[src/rtl/kp_fb_pkg.sv]
// Shared definitions for the frame-buffer writer: FSM encoding and frame sizing.
package kp_fb_pkg;

  typedef enum logic [1:0] {
    ST_IDLE   = 2'd0,
    ST_ACTIVE = 2'd1,
    ST_DRAIN  = 2'd2,
    ST_FLIP   = 2'd3
  } fb_state_e;

  function automatic int frame_pixels(input int line_length, input int line_count);
    return line_length * line_count;
  endfunction

endpackage

[src/rtl/kp_fb_addr_gen.sv]
// Write-side position tracking: column/row/write counters and the banked write address.
module kp_fb_addr_gen
  import kp_fb_pkg::*;
#(
  parameter int LINE_LENGTH = 480,
  parameter int LINE_COUNT  = 480,
  parameter int ADDR_WIDTH  = 19
) (
  input  logic                  i_clk,
  input  logic                  i_rst,
  input  logic                  i_clr,
  input  logic                  i_wr,
  input  logic                  i_bank,
  output logic                  o_we,
  output logic [ADDR_WIDTH-1:0] o_addr,
  output logic                  o_line_done,
  output logic                  o_last
);

  localparam int FRAME_PIXELS = frame_pixels(LINE_LENGTH, LINE_COUNT);
  localparam int COL_W = (LINE_LENGTH > 1) ? $clog2(LINE_LENGTH) : 1;
  localparam int ROW_W = $clog2(LINE_COUNT + 1);
  localparam logic [ADDR_WIDTH-1:0] BANK_OFF = ADDR_WIDTH'(FRAME_PIXELS);
  localparam logic [ADDR_WIDTH-1:0] LAST_CNT = ADDR_WIDTH'(FRAME_PIXELS - 1);
  localparam logic [COL_W-1:0]      LAST_COL = COL_W'(LINE_LENGTH - 1);

  logic [ADDR_WIDTH-1:0] wcnt_q, wcnt_d;
  logic [COL_W-1:0]      col_q, col_d;
  logic [ROW_W-1:0]      row_q, row_d;
  logic [ADDR_WIDTH-1:0] addr_q, addr_d;
  logic                  we_q, we_d;
  logic                  line_q, line_d;
  logic                  last_q, last_d;
  logic [ADDR_WIDTH-1:0] base;

  // Bank base is one of two elaboration-time constants; the offset within it is the write count.
  assign base = i_bank ? BANK_OFF : '0;

  always_comb begin
    wcnt_d = wcnt_q;
    col_d  = col_q;
    row_d  = row_q;
    addr_d = addr_q;
    we_d   = 1'b0;
    line_d = 1'b0;
    last_d = 1'b0;
    if (i_clr) begin
      wcnt_d = '0;
      col_d  = '0;
      row_d  = '0;
    end else if (i_wr) begin
      we_d   = 1'b1;
      addr_d = base + wcnt_q;
      wcnt_d = wcnt_q + 1'b1;
      last_d = (wcnt_q == LAST_CNT);
      if (col_q == LAST_COL) begin
        col_d  = '0;
        row_d  = row_q + 1'b1;
        line_d = 1'b1;
      end else begin
        col_d = col_q + 1'b1;
      end
    end
  end

  always_ff @(posedge i_clk) begin
    if (i_rst) begin
      wcnt_q <= '0;
      col_q  <= '0;
      row_q  <= '0;
      addr_q <= '0;
      we_q   <= 1'b0;
      line_q <= 1'b0;
      last_q <= 1'b0;
    end else begin
      wcnt_q <= wcnt_d;
      col_q  <= col_d;
      row_q  <= row_d;
      addr_q <= addr_d;
      we_q   <= we_d;
      line_q <= line_d;
      last_q <= last_d;
    end
  end

  assign o_we        = we_q;
  assign o_addr      = addr_q;
  assign o_line_done = line_q;
  assign o_last      = last_q;

endmodule

[src/rtl/kp_fb_writer.sv]
// Drains a filter output FIFO into a ping-pong frame buffer, flipping banks per frame.
module kp_fb_writer
  import kp_fb_pkg::*;
#(
  parameter int LINE_LENGTH = 480,
  parameter int LINE_COUNT  = 480,
  parameter int DATA_WIDTH  = 16,
  parameter int ADDR_WIDTH  = 19
) (
  input  logic                  i_clk,
  input  logic                  i_rst,
  input  logic                  i_flush,
  input  logic                  i_start,
  input  logic                  i_continuous,
  input  logic                  i_fb_gnt,
  output logic                  o_obuf_rd,
  input  logic [DATA_WIDTH-1:0] i_obuf_data,
  input  logic                  i_obuf_empty,
  input  logic                  i_obuf_almostempty,
  output logic                  o_fb_we,
  output logic [ADDR_WIDTH-1:0] o_fb_addr,
  output logic [DATA_WIDTH-1:0] o_fb_data,
  output logic                  o_fb_bank,
  output logic                  o_line_done,
  output logic                  o_frame_done,
  output logic                  o_busy
);

  localparam int FRAME_PIXELS = frame_pixels(LINE_LENGTH, LINE_COUNT);
  localparam logic [ADDR_WIDTH-1:0] FP_CNT = ADDR_WIDTH'(FRAME_PIXELS);

  fb_state_e             state_q;
  logic                  obuf_rd_q;
  logic                  rd_d1_q;
  logic [ADDR_WIDTH-1:0] issue_cnt_q;
  logic                  bank_q;
  logic                  frame_done_q;
  logic [DATA_WIDTH-1:0] data_q;
  logic                  rd_ok;
  logic                  ag_clr;
  logic                  ag_last;

  // While a read is already in flight the FIFO loses a word this edge, so require two words.
  assign rd_ok = i_fb_gnt && (issue_cnt_q < FP_CNT) &&
                 (obuf_rd_q ? !i_obuf_almostempty : !i_obuf_empty);

  assign ag_clr = i_flush || ((state_q == ST_IDLE) && i_start) ||
                  ((state_q == ST_FLIP) && i_continuous);

  always_ff @(posedge i_clk) begin
    if (i_rst) begin
      state_q      <= ST_IDLE;
      obuf_rd_q    <= 1'b0;
      rd_d1_q      <= 1'b0;
      issue_cnt_q  <= '0;
      bank_q       <= 1'b0;
      frame_done_q <= 1'b0;
      data_q       <= '0;
    end else if (i_flush) begin
      state_q      <= ST_IDLE;
      obuf_rd_q    <= 1'b0;
      rd_d1_q      <= 1'b0;
      issue_cnt_q  <= '0;
      frame_done_q <= 1'b0;
    end else begin
      rd_d1_q      <= obuf_rd_q;
      obuf_rd_q    <= 1'b0;
      frame_done_q <= 1'b0;
      if (rd_d1_q) data_q <= i_obuf_data;
      case (state_q)
        ST_IDLE: begin
          if (i_start) begin
            state_q     <= ST_ACTIVE;
            issue_cnt_q <= '0;
          end
        end
        ST_ACTIVE: begin
          if (issue_cnt_q == FP_CNT) begin
            state_q <= ST_DRAIN;
          end else begin
            obuf_rd_q <= rd_ok;
            if (rd_ok) issue_cnt_q <= issue_cnt_q + 1'b1;
          end
        end
        ST_DRAIN: begin
          // ag_last marks the cycle the final pixel of the frame is being written.
          if (ag_last) begin
            state_q      <= ST_FLIP;
            bank_q       <= ~bank_q;
            frame_done_q <= 1'b1;
          end
        end
        ST_FLIP: begin
          issue_cnt_q <= '0;
          state_q     <= i_continuous ? ST_ACTIVE : ST_IDLE;
        end
        default: state_q <= ST_IDLE;
      endcase
    end
  end

  kp_fb_addr_gen #(
    .LINE_LENGTH (LINE_LENGTH),
    .LINE_COUNT  (LINE_COUNT),
    .ADDR_WIDTH  (ADDR_WIDTH)
  ) u_addr_gen (
    .i_clk       (i_clk),
    .i_rst       (i_rst),
    .i_clr       (ag_clr),
    .i_wr        (rd_d1_q),
    .i_bank      (bank_q),
    .o_we        (o_fb_we),
    .o_addr      (o_fb_addr),
    .o_line_done (o_line_done),
    .o_last      (ag_last)
  );

  assign o_obuf_rd    = obuf_rd_q;
  assign o_fb_data    = data_q;
  assign o_fb_bank    = bank_q;
  assign o_frame_done = frame_done_q;
  assign o_busy       = (state_q == ST_ACTIVE) || (state_q == ST_DRAIN);

endmodule

[config.mk]
export PLATFORM = sky130hd
export DESIGN_NAME = kp_fb_writer
export DESIGN_NICKNAME = d
export VERILOG_FILES = /design/src/rtl/kp_fb_pkg.sv /design/src/rtl/kp_fb_addr_gen.sv /design/src/rtl/kp_fb_writer.sv
export SDC_FILE = /design/constraint.sdc
export NUM_CORES = 1
export LEC_CHECK = 0
export BUFFER_PORTS_ARGS = -buffer_cell sky130_fd_sc_hd__buf_2
export CAP_MARGIN = 20
export CORE_ASPECT_RATIO = 0.8
export CORE_UTILIZATION = 61
export CTS_BUF_LIST = sky130_fd_sc_hd__clkbuf_16
export DETAILED_ROUTE_END_ITERATION = 8
export MAX_ROUTING_LAYER = met4
export PLACE_DENSITY_LB_ADDON = 0.1
export SYNTH_ARGS = -nofsm -noshare
export SYNTH_HDL_FRONTEND = slang
export SYNTH_SLANG_ARGS = --single-unit
export TNS_END_PERCENT = 10
[constraint.sdc]
create_clock -name i_clk -period 5.9 [get_ports i_clk]
set_clock_uncertainty 0.2 [all_clocks]
set_input_delay 1.18 -clock i_clk [delete_from_list [all_inputs] [get_ports i_clk]]
set_output_delay 1.18 -clock i_clk [all_outputs]
set_load 0.1 [all_outputs]
==> metrics.yaml, run 1 <==
outcome: "complete, no violations"
dp_hpwl_um: 6320
crit_path_end_kind: "flop"
synth.largest_area_cell: "dfxtp_1"
grt_pass1_wl_um: 14400
drtAntennaViolNets: 0
ir_worst_vdd_mv: 0.172
seq_area_frac_synth_pct: 44.2
drive_gt1_share_pct: 16.4
worst_pin_slew_ns: 1.05
power_mw: 1.31
overflow: 0
synthArstFlopShare_pct: 0
fin_crit_ns: 3.51
syn_area_um2: 4120
critPathKind: "in2reg"
cts-root-buf: "clkbuf_16"
rsz0062_at_grt: "no"
ys_seq_elements: 91
core-area_um2: 6440
post-cts-setup-buffers: 0
power_density_nw_per_um2: 275
wire_per_inst_um: 14.4
fin_ws_ns: 2.39
hold_viol_final: 0
die_w_um: 93.9
setup_viol: 0
die_area_um2: 7090
maxCapViolations: 0
place_inst: 616
synth_flop_cell: "dfxtp_1"
port_buffers: 64
worstPathArrival_ns: 3.56
synth_cells: 495
cp_max_fo: 45
clk-insertion-delay-late_ns: 0.34
num_io_pins: 65
die_y_um: 75.5
postRouteWirelength_um: 9100
syn_to_final_growth_pct: 15.9
synthDistinctLibCells: 56
cts_tree: "yes"
cp-start-kind: "primary input"
grt_pass1_vias: 3181
slew_violations: 0
dp_slack_ns: 2.03
cts_max_path_buffers: 2
gp_congestion: 0.858
synth_area_per_cell_um2: 8.33
fillCellCount: 511
track_usage_pct: 26.8
grt_antenna_before_repair: 0
vias: 3648
fmax_mhz: 285
start_util_pct: 64.0
final_nets: 583
synth_edf_count: 0
postCtsHoldBufs: 0
cts_sinks: 91
rows: 26
cts_resized: 0
yosys_warnings: 0
htreeDepth: 3
clk_pin_slew_ns: 0.06
fin_crit_sh_pct: 59.4
antennaDiodeCount: 0
synth_top_area_share_pct: 44.2
register_area_um2: 1820
grt_max_degree: 46
multiInputGateArea_um2: 2140
p_leak_nw: 1.79
synth_nets: 533
critPathRequiredTime_ns: 5.96
drcViolationCount: 0
synth.area.top_cells: "dfxtp_1, nand2_1, a21oi_1, nor2_1, ha_1"
synthTopCellsByCount: "dfxtp_1, nand2_1, nor2_1"
fin_cells: 634
slew_headroom_pct: 30.0
whs_ns: 0.253
first_pass_iters: 7
totalNegativeSetupSlack_ns: 0
drtIter0Drc: 281
viasPerCell: 5.75
cts-buffers-inserted: 9
hold_class: "reg2reg"
stage by stage:
stage / utilization (%) / cell area [µm²]
global route: 74.2 / 4780
global placement: 68.6 / 4420
finish: 74.2 / 4780
CTS: 74.0 / 4760
detailed placement: 68.6 / 4420
floorplan: - / 4120
critical path, stage by stage:
cell and delay, ns:
buf_2 0.35, nor2_1 0.61, nand2_1 0.45, and4b_1 0.64, nand4_1 0.14, o21ai_0 0.18
metal layers:
metal	wire [µm]	global-route usage (%)
met1	4360	34.5
met2	4200	42.8
met3	478	6.69
met4	67	6.15
met5	0	-
cell usage in the layout (no fill, tap or decap), types with 2 or more instances in the layout:
master and n:
and4_1 4, a41oi_1 4, a21oi_1 42, inv_1 9
and3_1 5, ha_1 14, a31oi_1 7, nor4b_1 3
o21ai_0 27, buf_2 64, clkinvlp_4 2, a211oi_1 4
xor2_1 15, nand4_1 16, nor4_2 2, and2b_1 2
dfxtp_1 91, nor3_1 7, and2_1 2, xnor2_1 13
buf_4 2, o31ai_1 4, nand2_1 91, nor2b_1 2
mux2i_1 3, nand4b_1 3, nor2_1 49, bufinv_16 3
nor4_1 6, clkbuf_16 9, or3_1 3, nand2b_1 3
nand3_1 15
flip-flops by register name (all words and copies together), names as in the netlist:
register                flops
issue_cnt_q                19
u_addr_gen.o_addr          19
u_addr_gen.wcnt_q          19
o_fb_data                  16
u_addr_gen.col_q            9
state_q                     2
o_fb_bank                   1
o_frame_done                1
o_obuf_rd                   1
rd_d1_q                     1
u_addr_gen.o_last           1
u_addr_gen.o_line_done      1
u_addr_gen.o_we             1
layout make-up:
cell class              count  area share [%]
repair buffers             66            7.02
multi-input cells         369            44.9
clock buffers               9            4.71
inverters                   8           0.628
clock inverters             7            2.46
well taps                  84            2.20
flip-flops and latches     91            38.1
logic make-up after synthesis:
kind of cell	count (synthesis)	synth area share [%]
adders and majority gates	14	4.25
muxes	4	1.00
buffers and inverters	35	3.79
and+or+nand+nor	222	26.3
xor gates and xnor gates	28	5.95
DFF	91	44.2
AOI/OAI and AO/OA	101	14.5
worst paths after layout:
| kind | from | endpoint | slack (ns) | cells past startpoint |
|---|---|---|---|---|
| max | i_rst | issue_cnt_q[12] | 2.39 | 6 |
| min | u_addr_gen.o_addr[16] | u_addr_gen.o_addr[16] | 0.25 | 2 |
| max reg2reg | state_q[0] | u_addr_gen.o_addr[14] | 3.24 | 6 |
| min reg2reg | u_addr_gen.o_addr[16] | u_addr_gen.o_addr[16] | 0.25 | 2 |
where the power goes:
part,switching [mW],internal [mW],total (mW),leakage (nW)
combinational,0.0325,0.0140,0.0465,0.898
clock,0.239,0.413,0.653,0.163
sequential,0.000850,0.615,0.616,0.733
Power figures use the tool's default switching activity.
==> run 2: changes to the inputs <==
- CORE_UTILIZATION: 61 -> 51
- clock period: 5.9 -> 3.09 ns (I/O delays scaled with it)
==> metrics.yaml, run 2 (same netlist as run 1, synthesis figures left out) <==
drcViolationCount: 0
dp_hpwl_um: 6450
die_area_um2: 8450
place_inst: 645
critPathRequiredTime_ns: 2.27
fillCellCount: 695
cts-root-buf: "clkbuf_16"
outcome: "complete, no violations"
track_usage_pct: 23.1
register_area_um2: 1820
hold_class: "reg2reg"
dp_slack_ns: 0.742
grt_max_degree: 45
p_sw_mw: 0.508
postRouteWirelength_um: 8980
multiInputGateArea_um2: 2140
wire_per_inst_um: 13.6
viasPerCell: 5.40
start_util_pct: 54.2
final_util_pct: 63.8
htreeDepth: 3
cp-start-kind: "flop"
post-cts-setup-buffers: 0
fin_crit_ns: 2.47
slew_violations: 0
comb_power_share_pct: 3.7
ir_worst_vdd_mv: 0.401
drtAntennaViolNets: 0
cp_max_fo: 5
core-area_um2: 7600
cts_max_path_buffers: 2
clk_pin_slew_ns: 0.06
switching_share_pct: 20.3
fmax_mhz: 406
crit_path_end_kind: "output pin"
seqPwrFrac_pct: 47.0
first_pass_iters: 4
worst_pin_slew_ns: 0.735
clk-insertion-delay-late_ns: 0.34
cts_sinks: 91
p_leak_nw: 1.82
cts_resized: 0
final_nets: 589
totalNegativeSetupSlack_ns: 0
power_density_nw_per_um2: 516
vias: 3567
critPathKind: "reg2out"
power_frac_clock_pct: 49.3
whs_ns: 0.250
drive_gt1_share_pct: 17.3
design_area_um2: 4850
gp_congestion: 0.828
drtIter0Drc: 243
die_w_um: 103
postCtsHoldBufs: 0
fin_cells: 660
slew_headroom_pct: 50.9
rsz0062_at_grt: "no"
port_buffers: 64
die_y_um: 82.4
rows: 28
antennaDiodeCount: 0
grt_antenna_before_repair: 0
p_int_mw: 1.99
cts-buffers-inserted: 9
grt_pass1_vias: 3170
final_cell_mix: "nand2_1, dfxtp_1, buf_2"
hold_viol_final: 0
overflow: 0
grt_pass1_wl_um: 14700
fin_ws_ns: 0.625
num_io_pins: 65
maxCapViolations: 0
syn_to_final_growth_pct: 17.6
place_area_um2: 4510
cts_tree: "yes"
setup_viol: 0
power_mw: 2.50
worstPathArrival_ns: 1.65
fin_crit_sh_pct: 79.8
## run 2: cell count changes in the layout (fill, tap and decap cells not counted), sizes merged
| cell | delta |
|---|---|
| buf | +6 |
| clkinv | -1 |
## run 2: power groups by stage
stage          logic [mW]  registers [mW]  clock network, mW
6_report           0.0920            1.18               1.23
4_1_cts            0.0918            1.18               1.26
2_1_floorplan      0.0579            1.20                  0
3_3_place_gp       0.0895            1.20                  0
5_1_grt             0.102            1.18               1.30
3_5_place_dp       0.0913            1.20                  0
## run 2: routing by layer
layer	track usage (%)	routed length, µm	share of wire, %	vias up
met2	34.9	3980	44	70
met3	5.30	436	4.9	4
met5	-	0	0	-
met4	5.14	62	0.69	0
li1	-	-	-	1841
met1	31.3	4500	50	1652
## run 2: worst paths after layout
path / start / end / slack [ns] / cells past startpoint
max reg2reg: state_q[1] / u_addr_gen.wcnt_q[6] / 0.77 / 5
min: o_fb_data[13] / o_fb_data[13] / 0.25 / 2
max: state_q[1] / o_busy / 0.62 / 3
min reg2reg: o_fb_data[13] / o_fb_data[13] / 0.25 / 2
## run 2: area by class of cell
| type | count | area share, % |
|---|---|---|
| Clock buffer | 9 | 4.65 |
| Clock inverter | 6 | 2.35 |
| Inverter | 8 | 0.620 |
| Multi-Input combinational cell | 369 | 44.2 |
| Sequential cell | 91 | 37.6 |
| Tap cell | 105 | 2.71 |
| Timing Repair Buffer | 72 | 7.85 |
## run 2: worst max-delay path, stage by stage, from the launching register on
cell and delay [ns]:
dfxtp_1 0.41, inv_1 0.11, ha_1 0.35, buf_2 0.45
==> run 3: changes to the inputs <==
- clock period: 3.09 -> 2 ns (I/O delays scaled with it)
==> metrics.yaml, run 3 (same netlist as run 1, synthesis figures left out) <==
wire_per_inst_um: 14.3
num_io_pins: 65
first_pass_iters: 5
htreeDepth: 3
fin_crit_ns: 1.95
outcome: "complete, no violations"
antennaDiodeCount: 0
grt_pass1_wl_um: 15500
drcViolationCount: 0
vias: 3779
clk_pin_slew_ns: 0.07
hold_depth: 3
fin_crit_sh_pct: 97.6
grt_antenna_before_repair: 0
worstPathArrival_ns: 2.01
viasPerCell: 5.51
p_leak_nw: 1.95
crit_family: "simple AND/OR/NAND/NOR gates"
gp_congestion: 0.844
syn_to_final_growth_pct: 27.0
worst_pin_slew_ns: 0.505
cts-buffers-inserted: 9
postCtsHoldBufs: 0
cp_max_fo: 5
ir_worst_vdd_mv: 0.406
cts_sinks: 91
critPathRequiredTime_ns: 2.06
die_w_um: 103
setup_viol: 0
power_mw: 3.71
final_cell_mix: "nand2_1, dfxtp_1, buf_2"
worstHoldStart: "i_obuf_data[0]"
fin_ws_ns: 0.0474
overflow: 0
start_util_pct: 54.2
rows: 28
critPathMaxStageDelay_ns: 0.40
drtIter0Drc: 181
reg2reg_depth: 7
grt_pass1_vias: 3399
design_area_um2: 5240
r2r_start: "state_q[1]"
fmax_mhz: 512
r2r_slack_ns: 0.05
cts-root-buf: "clkbuf_16"
rsz0062_at_grt: "yes"
mostFrequentLayoutCell: "nand2_1"
cp_cell_sequence: "inv_4 > ha_4 > nand2_1 > nor3_4 > nand2_1 > or3_4 > o31ai_1"
crit_top_cell: "nand2_1"
grt_max_degree: 45
die_area_um2: 8450
drtAntennaViolNets: 0
critPathKind: "reg2reg"
slew_violations: 0
dp_hpwl_um: 6850
slew_headroom_pct: 66.6
totalNegativeSetupSlack_ns: 0
cts_tree: "yes"
cts_max_path_buffers: 2
whs_ns: 0.0963
hold_viol_final: 0
place_area_um2: 4800
power_density_nw_per_um2: 709
min_to: "o_fb_data[0]"
final_nets: 614
clk-insertion-delay-late_ns: 0.34
drive_gt1_share_pct: 25.6
postRouteWirelength_um: 9780
die_y_um: 82.4
crit_path_end_kind: "flop"
r2r-end: "issue_cnt_q[16]"
cp-start-kind: "flop"
dp_slack_ns: -0.0361
maxCapViolations: 0
path_buf_inv: 1
hold_class: "in2reg"
track_usage_pct: 24.2
core-area_um2: 7600
port_buffers: 64
critical-path-slowest-cell: "or3_4"
[run 3: stage by stage]
| stage | util [%] | instances |
|---|---|---|
| after global routing | 68.9 | 686 |
| after detailed placement | 63.2 | 669 |
| after CTS | 67.3 | 685 |
| after floorplan | - | 495 |
| final | 68.9 | 686 |
| after global placement | 63.2 | 669 |
[run 3: layout make-up]
cell class / count / area (µm²)
Clock buffer: 9 / 225
Clock inverter: 7 / 73.8
Fill cell: 646 / 2370
Inverter: 8 / 35.0
Multi-Input combinational cell: 369 / 2320
Sequential cell: 91 / 1840
Tap cell: 105 / 131
Timing Repair Buffer: 97 / 608
[run 3: worst max-delay path by stage]
stage                       startpoint                    end  slack [ns]  cells past startpoint
after floorplan              o_obuf_rd        issue_cnt_q[13]      -0.001                      5
after global placement      state_q[0]  u_addr_gen.o_addr[14]        0.03                      8
after detailed placement  i_obuf_empty         issue_cnt_q[4]       -0.04                      6
after CTS                   state_q[0]        issue_cnt_q[12]       -0.02                      8
after global routing        state_q[1]        issue_cnt_q[16]       -0.04                      7
final                       state_q[1]        issue_cnt_q[16]        0.05                      7
[run 3: worst min-delay path, cell delays in order]
cell and delay, ns:
buf_2 0.09, nand2_1 0.04, a21oi_1 0.05
[run 3: repair_timing]
item / CTS / global route
pin swaps: 0 / 5
endpoints found under the setup margin: 7 / 25
setup buffers: 0 / 1
gates resized for setup: 2 / 29
[run 3: power by group]
group	leakage [nW]	switching, mW	internal [mW]
Clock	0.148	0.719	0.975
Sequential	0.737	0.00467	1.81
Combinational	1.07	0.120	0.0828
[run 3: layer usage]
layer / vias up / part of all wire (%) / wire (µm) / track usage (%)
met1: 1810 / 47 / 4580 / 30.5
met5: - / 0 / 0 / -
met4: 0 / 0.70 / 68 / 4.29
li1: 1890 / - / - / -
met2: 73 / 48 / 4710 / 40.0
met3: 6 / 4.3 / 416 / 5.81
